===== src/rtl/signed_frac_scale_seq.sv =====
// ============================================================================
// Module   : signed_frac_scale_seq
// Function : Sequential shift-add scaling of a signed sample by a sign-magnitude
//            fraction, y = (sgn ? -1 : +1) * x * c / 2^COEF_BITS, one bit per clock.
//            Optional macro SIGNED_FRAC_SCALE_ROUND_EN selects round-half-up
//            instead of floor.
// Revision : 1.0 - initial release
// ============================================================================
`default_nettype none

module signed_frac_scale_seq #(
    parameter int WIDTH     = 10,
    parameter int COEF_BITS = 4
) (
    input  logic                 clk,
    input  logic                 rst_n,
    input  logic                 in_valid,
    output logic                 in_ready,
    input  logic [WIDTH-1:0]     x,
    input  logic [COEF_BITS-1:0] c,
    input  logic                 sgn,
    input  logic                 abort,
    output logic                 out_valid,
    input  logic                 out_ready,
    output logic [WIDTH-1:0]     y,
    output logic                 busy
);

    localparam int ACC_W = WIDTH + COEF_BITS + 1;
    localparam int CNT_W = (COEF_BITS > 1) ? $clog2(COEF_BITS) : 1;
    localparam logic [CNT_W-1:0] LAST_STEP = CNT_W'(COEF_BITS - 1);

    localparam logic [1:0] S_IDLE = 2'd0;
    localparam logic [1:0] S_RUN  = 2'd1;
    localparam logic [1:0] S_DONE = 2'd2;

`ifdef SIGNED_FRAC_SCALE_ROUND_EN
    // After COEF_BITS exact right shifts this preset becomes 2^(COEF_BITS-1).
    localparam logic signed [ACC_W-1:0] ACC_INIT = ACC_W'(1) << (2 * COEF_BITS - 1);
`else
    localparam logic signed [ACC_W-1:0] ACC_INIT = '0;
`endif

    logic [1:0]              state;
    logic [1:0]              state_next;
    logic [WIDTH-1:0]        x_q;
    logic [COEF_BITS-1:0]    c_q;
    logic                    sgn_q;
    logic signed [ACC_W-1:0] acc;
    logic [CNT_W-1:0]        step;
    logic [WIDTH-1:0]        y_q;

    logic                    accept;
    logic                    last_step;
    logic signed [ACC_W-1:0] addend;
    logic signed [ACC_W-1:0] sum;
    logic signed [ACC_W-1:0] acc_next;
    logic signed [WIDTH-1:0] q;
    logic [WIDTH-1:0]        y_calc;

    assign accept    = in_valid && (state == S_IDLE) && !abort;
    assign last_step = (step == LAST_STEP);

    // Datapath: the pre-shifted sample keeps every partial sum exact in ACC_W bits.
    assign addend   = c_q[step] ? $signed({x_q[WIDTH-1], x_q, {COEF_BITS{1'b0}}})
                                : '0;
    assign sum      = acc + addend;
    assign acc_next = sum >>> 1;
    assign q        = WIDTH'(acc_next >>> COEF_BITS);
    assign y_calc   = sgn_q ? WIDTH'(-q) : WIDTH'(q);

    // State register
    always_ff @(posedge clk or negedge rst_n) begin
        if (!rst_n) begin
            state <= S_IDLE;
        end else begin
            state <= state_next;
        end
    end

    // Next-state logic
    always_comb begin
        state_next = state;
        case (state)
            S_IDLE:  if (accept) state_next = S_RUN;
            S_RUN:   if (last_step) state_next = S_DONE;
            S_DONE:  if (out_ready) state_next = S_IDLE;
            default: state_next = S_IDLE;
        endcase
        if (abort) begin
            state_next = S_IDLE;
        end
    end

    // Output decode
    always_comb begin
        in_ready  = (state == S_IDLE);
        out_valid = (state == S_DONE);
        busy      = (state == S_RUN) || (state == S_DONE);
    end

    // Operand capture, accumulator, step counter and result register
    always_ff @(posedge clk or negedge rst_n) begin
        if (!rst_n) begin
            x_q   <= '0;
            c_q   <= '0;
            sgn_q <= 1'b0;
            acc   <= '0;
            step  <= '0;
            y_q   <= '0;
        end else begin
            if (accept) begin
                x_q   <= x;
                c_q   <= c;
                sgn_q <= sgn;
                acc   <= ACC_INIT;
                step  <= '0;
            end else if (state == S_RUN) begin
                acc  <= acc_next;
                step <= step + 1'b1;
                if (last_step && !abort) begin
                    y_q <= y_calc;
                end
            end
        end
    end

    assign y = y_q;

endmodule

`default_nettype wire


===== config.mk =====
export PLATFORM = sky130hd
export DESIGN_NAME = signed_frac_scale_seq
export DESIGN_NICKNAME = d
export VERILOG_FILES = /design/src/rtl/signed_frac_scale_seq.sv
export SDC_FILE = /design/constraint.sdc
export NUM_CORES = 1
export LEC_CHECK = 0
export ABC_AREA = 1
export BUFFER_PORTS_ARGS = -buffer_cell sky130_fd_sc_hd__buf_2
export CORE_MARGIN = 5
export CORE_UTILIZATION = 54
export CTS_BUF_LIST = sky130_fd_sc_hd__clkbuf_8
export CTS_CLUSTER_SIZE = 16
export DETAILED_ROUTE_END_ITERATION = 12
export GPL_ROUTABILITY_DRIVEN = 1
export GPL_TIMING_DRIVEN = 0
export PLACE_DENSITY = 0.78
export SYNTH_ARGS = -nofsm -noshare
export SYNTH_HDL_FRONTEND = slang
export SYNTH_SLANG_ARGS = --single-unit

===== constraint.sdc =====
create_clock -name clk -period 2.6 [get_ports clk]
set_input_delay 0.39 -clock clk [delete_from_list [all_inputs] [get_ports clk]]
set_output_delay 0.39 -clock clk [all_outputs]
set_load 0.02 [all_outputs]

==> run metrics <==
critical path class register to register; unrepaired setup endpoints after global routing yes; min cycle time layout roughly 2600 ps; GRT Overall Usage ~20%; die width slightly below 80 um; Placed Instance Area about 2700 um^2; GP Congestion between 0.8 and 0.9; final count of pins violating max slew 0; crit start category register; worst skew pair latency ~300 ps; Num CTS Buffers 5; Syn. warnings 0; area occupied by multi-input gates between 1000 and 1500 um^2; relative slew slack a little over two fifths; most common cell after layout, fill and taps aside nand2_1; # rows 24; vias in the first global route 2,212; Ports 33; Pint 2.04 mW; Final Hold Fails 0; Final Worst Setup Slack -17.0 ps; fin nets roughly 420; reg-to-reg endpoint y[9]; Post-DRT Antenna Nets 0; worst hold margin 197 ps; CTS tree built; Flop pwr share ~25%; Gate Count Post-Synth 335; largest net degree at the start of global routing 40; share of layout cells above drive strength 1 between 20 and 30%; WP data required 2800 ps; Clock Tree Buf Depth 2; # setup viols final 1; net switching power 1.89 mW; Crit Reg-Reg Startpoint step[0]; CP endpoint kind register; Clock power frac between 10% and 20%; Antenna Cells 0; Synth Register Bits 39; Logic pwr share 61.8%; die area just over 6000 um^2; placed wire-length estimate between 4000 and 5000 um; sequential fraction of the synthesis area roughly two fifths; Avg WL per Cell approximately 14 um; Arr. time, crit path 2810 ps; Core ar. between 4000 and 5000 um^2; Area growth syn-to-layout 24.6%; violations in the final reports setup timing; Vias/cell around 5.3; fin area just over 3000 um^2; max cap viols 0; distinct cell type count after synthesis 29; status finished, violations left; port bufs 32; worst-path maximum fanout 5; DRC violations left 0; Peak VDD IR 0.715 mV; DR pass1 iterations 4; initial antenna violation count 0; PD cells 1270 nW/um^2; Least-Margin Pin Slew ~860 ps; upper clock frequency limit 382 MHz; final period utilization 101%; first-pass GRT wire length roughly 9800 um; CTS Hold Bufs 0; most frequent cells in the layout nand2_1 (85), inv_1 (40), dfrtp_1 (39), buf_2 (33), nand3_1 (28); Setup Skew between 10 and 15 ps; R2R Setup Slk -20 ps; GRT overflow 0; Fill cells around 350; htree depth 2; Root Driver clkbuf_8; CTS clock-pin slew for the worst setup and hold paths ~80 ps; Sink Count 39; drt initial violations around 180; mapped cell area approximately 2500 um^2; synthesized net count ~370; Seq. cell area 976 um^2; Sw Ratio between 40% and 50%; synthesized area per cell 7.42 um^2; Place WS -367 ps; die height about 78 um; vias 2,311; hold crit path type input pin to async pin; LEAKAGE approximately 1.6 nW; worst-case reg-to-reg path depth 21; Initial Util a little under three fifths; Total Routed Length just over 6000 um
## per-stage QoR
step	total power, mW	util (%)	instances	TNS (ps)
floorplan	2.44	-	335	0
global placement	2.82	61.4	419	-1000
detailed placement	2.88	61.4	419	-1660
CTS	3.56	65.9	433	0
global route	4.26	70.2	438	-636
finish	3.93	70.2	438	-17.0
## power groups by stage
stage	Clock (mW)	Sequential, mW	Combinational (mW)
global placement	0	0.969	1.85
floorplan	0	1.03	1.42
global route	0.550	1.01	2.69
finish	0.517	0.987	2.43
detailed placement	0	0.976	1.90
CTS	0.518	0.968	2.08
## worst max-delay path: stages, from the launching register on
cell     delay, ps
dfrtp_1        440
inv_2           80
nand2_1         80
nand2_1         60
nand2_2         70
nand2_4         80
inv_8           90
nor2_4          50
fa_2           390
nand3_2        110
nand3_4        100
nand2_2        100
nand2_1         50
a21oi_1        110
nand2_1         70
nand2_2        110
buf_4          130
nand3_2         80
nand2_1         90
nand3_1         80
nand3_1         90
nand2_1         50
## layout make-up
| type | instances | share of cell area, % |
|---|---|---|
| Inverter | 50 | 6.30 |
| Buffer | 6 | 0.767 |
| Clock buffer | 5 | 2.22 |
| Sequential cell | 39 | 31.5 |
| Timing Repair inverter | 1 | 0.162 |
| Multi-Input combinational cell | 240 | 47.9 |
| Tap cell | 52 | 2.10 |
| Clock inverter | 3 | 1.41 |
| Timing Repair Buffer | 42 | 7.59 |
## flip-flops by register name, indices dropped and copies added, names as in the netlist
register,cells
x_q,10
sgn_q,1
acc,10
state,2
c_q,4
y,10
step,2
## cell usage after synthesis
| cell type | number | area share [%] |
|---|---|---|
| nand2_1 | 94 | 14 |
| inv_1 | 44 | 6.6 |
| dfrtp_1 | 39 | 39 |
| nand3_1 | 29 | 5.8 |
| o21ai_0 | 26 | 5.2 |
| nor2_1 | 23 | 3.5 |
| ha_1 | 15 | 7.5 |
| a21oi_1 | 9 | 1.8 |
| nand3_2 | 9 | 3.6 |
| nand2_2 | 8 | 2.0 |
| clkbuf_1 | 4 | 0.60 |
| inv_2 | 4 | 0.60 |
| o21ai_1 | 4 | 0.81 |
| nand4_1 | 3 | 0.75 |
| nor3_1 | 3 | 0.60 |
| xor2_1 | 3 | 1.1 |
| and2_1 | 2 | 0.50 |
| clkinv_1 | 2 | 0.30 |
| nor2_2 | 2 | 0.50 |
| nor2_4 | 2 | 0.91 |
| o31ai_1 | 2 | 0.60 |
| a21oi_2 | 1 | 0.35 |
| a22oi_1 | 1 | 0.30 |
| buf_1 | 1 | 0.15 |
| buf_2 | 1 | 0.20 |
| fa_1 | 1 | 0.81 |
| nor3_4 | 1 | 0.65 |
| o21a_1 | 1 | 0.30 |
| o221ai_1 | 1 | 0.35 |
## logic make-up after synthesis
kind of cell	synth area share (%)
xor+xnor	1.06
fa+ha+maj	8.35
compound gates	9.76
buf+inv	8.50
simple gates	33.1
flops	39.3
## routing by layer
| metal | wire length, um | global-route usage, % | vias up |
|---|---|---|---|
| li1 | - | - | 1168 |
| met1 | 2750 | 26.2 | 1068 |
| met2 | 3010 | 32.6 | 56 |
| met3 | 281 | 3.36 | 19 |
| met4 | 189 | 6.87 | 0 |
| met5 | 0 | 0 | - |
## worst max path at each step
stage | startpoint | endpoint | slack (ps) | cells after the start
global placement | step[0] | y[8] | -290 | 19
CTS | step[0] | y[9] | 3 | 20
floorplan | step[0] | y[8] | 50 | 19
detailed placement | step[0] | y[8] | -370 | 19
finish | step[0] | y[9] | -20 | 21
global route | step[0] | y[9] | -150 | 21
## repair_timing
action / CTS / global route
pin swaps: 5 / 12
endpoints found under the hold margin: 0 / 0
cloned: 1 / 0
gates resized for setup: 12 / 35
buffers inserted: 5 / 5
setup endpoints to repair: 10 / 11
Note: power is estimated with default switching activity, not from simulation.
